===== src/rtl/mem_arbiter_pkg.sv =====
// Shared types for the LC-3b L1 memory arbiter: line type, arbiter states and grant encoding.
package mem_arbiter_pkg;

    localparam int ARB_ADDR_W = 16;
    localparam int ARB_LINE_W = 128;

    typedef logic [ARB_LINE_W-1:0] lc3b_line;

    typedef enum logic [1:0] {
        IDLE,
        SERVE_I,
        SERVE_D
    } lc3b_arb_state;

    localparam logic GRANT_I = 1'b0;
    localparam logic GRANT_D = 1'b1;

endpackage


===== src/rtl/mem_arbiter_rr_picker2.sv =====
// Two-way round-robin picker: one-hot grant (bit 0 = I, bit 1 = D), favouring the side not granted last.
module rr_picker2
    import mem_arbiter_pkg::*;
(
    input  logic       i_reqI,
    input  logic       i_reqD,
    input  logic       i_lastGrant,
    output logic [1:0] o_grant
);

    always_comb begin
        o_grant = 2'b00;
        if (i_reqI && i_reqD) begin
            o_grant = (i_lastGrant == GRANT_I) ? 2'b10 : 2'b01;
        end else if (i_reqI) begin
            o_grant = 2'b01;
        end else if (i_reqD) begin
            o_grant = 2'b10;
        end
    end

endmodule


===== src/rtl/mem_arbiter.sv =====
// Arbitrates the single memory port between the L1 icache and dcache, one line transaction at a time.
// Optional grant/conflict counters are built when MEM_ARB_PERF_CNT_EN is defined.
module mem_arbiter
    import mem_arbiter_pkg::*;
#(
    parameter int ADDR_W = ARB_ADDR_W,
    parameter int LINE_W = ARB_LINE_W
) (
    input  logic              clk,
    input  logic              rst_n,
    input  logic              i_read,
    input  logic [ADDR_W-1:0] i_address,
    output logic [LINE_W-1:0] i_rdata,
    output logic              i_resp,
    input  logic              d_read,
    input  logic              d_write,
    input  logic [ADDR_W-1:0] d_address,
    input  logic [LINE_W-1:0] d_wdata,
    output logic [LINE_W-1:0] d_rdata,
    output logic              d_resp,
    output logic              mem_read,
    output logic              mem_write,
    output logic [ADDR_W-1:0] mem_address,
    output logic [LINE_W-1:0] mem_wdata,
    input  logic [LINE_W-1:0] mem_rdata,
    input  logic              mem_resp
`ifdef MEM_ARB_PERF_CNT_EN
    ,
    output logic [31:0]       i_grant_cnt,
    output logic [31:0]       d_grant_cnt,
    output logic [31:0]       conflict_cnt
`endif
);

    lc3b_arb_state r_state;
    lc3b_arb_state w_nextState;
    logic          r_lastGrant;
    logic          w_nextLastGrant;
    logic          w_reqD;
    logic [1:0]    w_grant;

    assign w_reqD  = d_read | d_write;
    assign i_rdata = mem_rdata;
    assign d_rdata = mem_rdata;

    rr_picker2 u_picker (
        .i_reqI      (i_read),
        .i_reqD      (w_reqD),
        .i_lastGrant (r_lastGrant),
        .o_grant     (w_grant)
    );

    // last_grant records every grant, so a cache that just won loses the next tie.
    always_ff @(posedge clk or negedge rst_n) begin
        if (!rst_n) begin
            r_state     <= IDLE;
            r_lastGrant <= GRANT_I;
        end else begin
            r_state     <= w_nextState;
            r_lastGrant <= w_nextLastGrant;
        end
    end

    always_comb begin
        w_nextState     = r_state;
        w_nextLastGrant = r_lastGrant;
        mem_read        = 1'b0;
        mem_write       = 1'b0;
        mem_address     = '0;
        mem_wdata       = '0;
        i_resp          = 1'b0;
        d_resp          = 1'b0;
        case (r_state)
            IDLE: begin
                if (w_grant[0]) begin
                    w_nextState     = SERVE_I;
                    w_nextLastGrant = GRANT_I;
                end else if (w_grant[1]) begin
                    w_nextState     = SERVE_D;
                    w_nextLastGrant = GRANT_D;
                end
            end
            SERVE_I: begin
                mem_read    = 1'b1;
                mem_address = i_address;
                if (!i_read) begin
                    w_nextState = IDLE;
                end else if (mem_resp) begin
                    i_resp      = 1'b1;
                    w_nextState = IDLE;
                end
            end
            SERVE_D: begin
                // A simultaneous read and write is illegal; the write is honoured.
                mem_write   = d_write;
                mem_read    = d_read & ~d_write;
                mem_address = d_address;
                mem_wdata   = d_wdata;
                if (!w_reqD) begin
                    w_nextState = IDLE;
                end else if (mem_resp) begin
                    d_resp      = 1'b1;
                    w_nextState = IDLE;
                end
            end
            default: w_nextState = IDLE;
        endcase
    end

    assert property (@(posedge clk) disable iff (!rst_n) (r_state == SERVE_I) |-> i_read);
    assert property (@(posedge clk) disable iff (!rst_n) (r_state == SERVE_D) |-> w_reqD);

`ifdef MEM_ARB_PERF_CNT_EN
    logic w_startI;
    logic w_startD;
    logic w_conflict;

    assign w_startI   = (r_state == IDLE) & w_grant[0];
    assign w_startD   = (r_state == IDLE) & w_grant[1];
    assign w_conflict = ((r_state == IDLE) & i_read & w_reqD)
                      | ((r_state == SERVE_I) & w_reqD)
                      | ((r_state == SERVE_D) & i_read);

    // Counters saturate at all-ones rather than wrapping.
    always_ff @(posedge clk or negedge rst_n) begin
        if (!rst_n) begin
            i_grant_cnt  <= '0;
            d_grant_cnt  <= '0;
            conflict_cnt <= '0;
        end else begin
            if (w_startI && (i_grant_cnt != '1)) begin
                i_grant_cnt <= i_grant_cnt + 32'd1;
            end
            if (w_startD && (d_grant_cnt != '1)) begin
                d_grant_cnt <= d_grant_cnt + 32'd1;
            end
            if (w_conflict && (conflict_cnt != '1)) begin
                conflict_cnt <= conflict_cnt + 32'd1;
            end
        end
    end
`endif

endmodule


===== config.mk =====
export PLATFORM = sky130hd
export DESIGN_NAME = mem_arbiter
export DESIGN_NICKNAME = d
export VERILOG_FILES = /design/src/rtl/mem_arbiter_pkg.sv /design/src/rtl/mem_arbiter_rr_picker2.sv /design/src/rtl/mem_arbiter.sv
export SDC_FILE = /design/constraint.sdc
export NUM_CORES = 1
export LEC_CHECK = 0
export CAP_MARGIN = 20
export CORE_AREA = 3 3 273 275
export DETAILED_ROUTE_END_ITERATION = 8
export DIE_AREA = 0 0 276 278
export GPL_TIMING_DRIVEN = 0
export HOLD_SLACK_MARGIN = 0.08
export PLACE_DENSITY = 0.35
export RECOVER_POWER = 50
export SYNTH_ARGS = -nofsm -noshare
export SYNTH_HDL_FRONTEND = slang
export SYNTH_SLANG_ARGS = --single-unit

===== constraint.sdc =====
create_clock -name clk -period 4.7 [get_ports clk]
set_clock_uncertainty 0.2 [all_clocks]
set_input_delay 1.175 -clock clk [delete_from_list [all_inputs] [get_ports clk]]
set_output_delay 1.175 -clock clk [all_outputs]
set_load 0.01 [all_outputs]

* Word-level counts from Yosys, hierarchy flattened
Cells that the tools add are included.
** Storage, ports and cells
- Register bits :: 3
- Bits in latches :: 0
- RAM bits :: 0
- Memory bits (read-only) :: 0
- Bits of input ports :: 294
- Output and inout bits :: 404
- Memories kept :: 0
** Operators by class
- Add/sub/neg operators :: 0
- $mul :: 0
- Div/mod/pow operators :: 0
- $lt $le $gt $ge :: 0
- Equality and inequality tests :: 3
- Shift-type cells :: 0
- Muxes and demuxes :: 21
- Bitwise logic cells :: 3
- Reduce and logical (&&, ||, !) cells :: 4
** Operators with widths (number)
- 2-to-1 mux 128 bit :: 1
- one-hot mux 16 bit (2 select lines) :: 1
- 2-to-1 mux 2 bit :: 9
- 2-to-1 mux 1 bit :: 8
- one-hot mux 2 bit (3 select lines) :: 1
- inequality test 3 x 1 -> 1 bit (second input constant) :: 1
- == test 2 x 1 -> 1 bit (second input constant) :: 1
- == test 2 bit (second input constant) :: 1
- logical NOT 2 bit :: 1
- one-hot mux 1 bit (2 select lines) :: 1
- AND reduction 2 bit :: 1
- nonzero test 2 bit :: 1
- bitwise AND 1 bit :: 1
- logical AND 1 bit :: 1
- NOT 1 bit :: 1
- OR 1 bit :: 1

* Longest topological paths before layout
Gate-level depths: netlist (run 1).
- Word-level depth :: 7
- Mapped depth :: 7
- Depth with buffers taken out :: 5

* Cells and area by module
Synthesis (run 1) repeated with hierarchy kept, for this count alone.
** Second synthesis, totals
- Cell total of the unflattened synthesis :: 467
- Area total of the unflattened synthesis :: 3331.9 µm²
** By module, submodules not included
- mem_arbiter :: times used 1, cells an instance 464, area each 3313.2 µm²
- rr_picker2 :: times used 1, cells an instance 3, area each 18.8 µm²

* Worst setup path before layout (run 1)
No wires, ideal clock.
- Kind :: input port to output port
- Start :: input port d_write
- End :: output port d_resp
- Arrival :: 1.535 ns
- Data required time :: 3.325 ns
- Path slack :: 1.790 ns
- Cell stages on the path :: 2
- Buffers on the path :: 0
- Cell sequence :: o21a_1 and2_1
** On the way
- Cells in the longest elaborated chain, start to end :: 3
** Ends and longest elaborated chain
- start, declared :: line mem_arbiter.sv:16 : input logic d_write,
- OR 1 bit :: line mem_arbiter.sv:42 : assign w_reqD = d_read | d_write;
- 2-to-1 mux 1 bit :: line mem_arbiter.sv:99 : if (!w_reqD) begin
- 2-to-1 mux 1 bit :: line mem_arbiter.sv:73 : case (r_state)
- end, declared :: line mem_arbiter.sv:20 : output logic d_resp,
No other way between the ends.

* Worst setup path in the final report (run 1)
- Start :: register r_state[0]
- End :: output port mem_address[15]
** On the way
- Cells in the longest elaborated chain, start to end :: 2
- Elaborated cells on any way between the ends :: 3
** Ends and longest elaborated chain
- start, declared :: line mem_arbiter.sv:35 : lc3b_arb_state r_state;
- start signal, assigned :: line mem_arbiter.sv:59 : r_state <= w_nextState;
- == test 2 bit / == test 2 x 1 -> 1 bit (equally long branches) :: line mem_arbiter.sv:73
- one-hot mux 16 bit (2 select lines) (*) :: line mem_arbiter.sv:73
- end, declared :: line mem_arbiter.sv:23 : output logic [ADDR_W-1:0] mem_address,
Every way passes the cells marked *; elsewhere a longest branch is shown, timed or not.

==> results of run 1 <==
-- worst reg2reg max path: stages (launching register included) --
cell and delay, ns:
dfrtp_1 0.36, inv_1 0.09, ha_1 0.31, buf_4 0.24
o21a_1 0.14, a221oi_1 0.37, o21ai_0 0.13
-- power breakdown --
group / internal, µW / switching [µW]
combinational: 1210 / 926
sequential: 38.1 / 9.90
clock: 112 / 24.4
total: 1360 / 961
-- synthesized netlist by cell type (all sizes together) --
cell type	instances
buf	265
and2	130
nor2b	18
a22oi	16
clkbuf	10
ha	4
dfrtp	3
nor2	3
inv	2
nand2	2
o21a	2
o21ai	2
a21oi	1
a221oi	1
a31oi	1
and3	1
and4bb	1
nand3	1
o211ai	1
or2	1
-- registers in the layout (all words and copies together) (netlist names) --
| register | count |
|---|---|
| r_lastGrant | 1 |
| r_state | 2 |
-- cells by family after synthesis --
group,synth area share (%)
flops,2.28
simple gates,29.6
buf+inv,61.2
fa+ha+maj,1.52
compound gates,5.43
-- how the worst min path moves through the flow --
stage	start	end	slack, ns	cells past startpoint
finish	r_lastGrant$_DFFE_PN0P_	r_lastGrant$_DFFE_PN0P_	0.32	1
global route	r_lastGrant$_DFFE_PN0P_	r_lastGrant$_DFFE_PN0P_	0.34	1
CTS	r_lastGrant$_DFFE_PN0P_	r_lastGrant$_DFFE_PN0P_	0.32	1
detailed placement	r_lastGrant$_DFFE_PN0P_	r_lastGrant$_DFFE_PN0P_	0.31	1
global placement	r_lastGrant$_DFFE_PN0P_	r_lastGrant$_DFFE_PN0P_	0.31	1
floorplan	r_lastGrant$_DFFE_PN0P_	r_lastGrant$_DFFE_PN0P_	0.28	1
-- final cells by class --
class                   count  area (µm²)  area share, %
well taps                 959        1200           11.7
repair buffers            569        5700           55.5
diodes                      2        5.00         0.0488
flip-flops and latches      3        75.1          0.731
multi-input cells         185        1200           11.7
clock buffers               4        78.8          0.768
plain buffers             275        2010           19.5
inverters                   2        7.51         0.0731
-- routing by layer --
metal	share of wire (%)	wire length, µm
met1	32	7890
met2	59	14700
met3	8.5	2120
met4	0.87	216
met5	0	0
-- metrics by stage --
stage	setup WS [ns]	instances
3_3_place_gp	0.680	1993
3_5_place_dp	0.654	1993
5_1_grt	0.339	1999
2_1_floorplan	1.79	465
4_1_cts	0.411	1997
6_report	0.624	1999
-- layout by cell type, fill, tap and decap left out, drive strengths merged, types with 3 or more instances in the layout --
cell type / synthesis / routed
a22oi: 16 / 16
and2: 130 / 130
buf: 265 / 265
clkbuf: 10 / 14
clkdlybuf4s50: 0 / 368
dfrtp: 3 / 3
dlygate4sd3: 0 / 201
ha: 4 / 4
nor2: 3 / 3
nor2b: 18 / 18
==> results_dict.tcl, run 1 <==
set metrics [dict create \
    drive_above_1_share_pct 25.9 \
    status "complete, no violations" \
    clk_pin_slew_ns 0.03 \
    hold_class "reg -> reg" \
    fin_area_um2 10300 \
    utilization_pct 14.1 \
    critPathCaptureType "output pin" \
    cts_hold_buf 0 \
    crit_type "reg -> out" \
    slew_viol_final 0 \
    antenna_found_initial 3 \
    critPathRequiredTime_ns 3.32 \
    grt_pass1_vias 5082 \
    drc_errors 0 \
    core_area_um2 72600 \
    start_util_pct 4.54 \
    post-cts-setup-buffer-count 0 \
    max_stage_delay_ns 0.65 \
    p_total_uw 2320 \
    wire_per_inst_um 12.5 \
    io_pins 698 \
    viasPerCell 2.41 \
    synthTopCellsByArea "buf_4, and2_1, a22oi_1" \
    critPathMaxFanout 10 \
    clkLatencyLatePin_ns 0.22 \
    clock_path_buffers 2 \
    placed_area_um2 10200 \
    grt_max_degree 11 \
    ys_types 21 \
    min_period_ns 4.08 \
    wl_mm 24.9 \
    yosysTopAreaCellShare_pct 58.6 \
    startpoint "r_state[0]$_DFFE_PN0P_" \
    yosysWarnings 0 \
    drtPass1Iterations 4 \
    areaGrowthSynthToFinish_pct 212 \
    start_kind "flip-flop" \
    netlist_instances 465 \
    drt_iter0_drc 48 \
    use_met2_pct 12.8 \
    whs_ns 0.324 \
    die_area_um2 76700 \
    r2r_setup_slack_ns 2.74 \
    port_buffers 569 \
    ant_nets 0 \
    worst_slew_pin_slew_ns 0.799 \
    synth-seq-cells 3 \
    cp_num_cells 5 \
    grt_pass1_wl_mm 34.2 \
    fin_crit_sh_pct 86.7 \
    yosysTopAreaCell "buf_4" \
    drv_cap 0 \
    p_leak_uw 0.00408 \
    ys_seq_area_share_pct 2.28 \
    finalWeightedCongestion 0.725 \
    row_count 99 \
    r2r_end "r_state[1]$_DFFE_PN0P_" \
    htree_levels 1 \
    max-vdd-ir-drop_v 0.000158 \
    dieWidth_um 276 \
    maxSlewHeadroom_pct 46.8 \
    cts_resized 0 \
    worstPathArrival_ns 2.70 \
    fin_nets 1337 \
    final-hold-violation-count 0 \
    globalRoute.totalOverflow 0 \
    cts.root.buffer_cell "clkbuf_16" \
    setup.worst_path.end "mem_address[15]" \
    setup_tns_ns 0 \
    cts.sinks 3 \
    vias 4811 \
    r2r-start "r_state[0]$_DFFE_PN0P_" \
    use_met1_pct 5.52 \
    critPathBufInv 3 \
    power_density_nw_per_um2 226 \
    grt_usage_pct 5.90 \
    setup_viol 0 \
    crit_family "buffers and inverters" \
    cts_tree "built" \
    max_freq_ghz 0.245 \
    fillers 8302 \
    avgSynthCellArea_um2 7.08 \
    numCtsBuffers 3 \
    slowest_stage "clkbuf_1" \
    die_h_um 278 \
    netlist_area_um2 3290 \
    dp_hpwl_mm 23.5 \
    r2r_cells 6 \
    rsz0062_at_grt "no" \
    grt-busiest-layer "met2" \
    grt.met3_usage_pct 1.46 \
    cp_cell_sequence "inv_1, ha_1, clkbuf_1, nor2b_1, clkdlybuf4s50_1" \
    synth_nets 763 \
]
Note: power is estimated with default switching activity, not from simulation.
==> inputs of run 2 (changes only) <==
--- a/config.mk
+++ b/config.mk
@@ -7,10 +7,11 @@
 export LEC_CHECK = 0
 export CAP_MARGIN = 20
 export CORE_AREA = 3 3 273 275
+export CTS_CLUSTER_DIAMETER = 200
 export DETAILED_ROUTE_END_ITERATION = 8
 export DIE_AREA = 0 0 276 278
 export GPL_TIMING_DRIVEN = 0
-export HOLD_SLACK_MARGIN = 0.08
+export HOLD_SLACK_MARGIN = 0.02
 export PLACE_DENSITY = 0.35
 export RECOVER_POWER = 50
 export SYNTH_ARGS = -nofsm -noshare
==> results of run 2 <==
Final layout, timing and power as in run 1 (identical DEF).
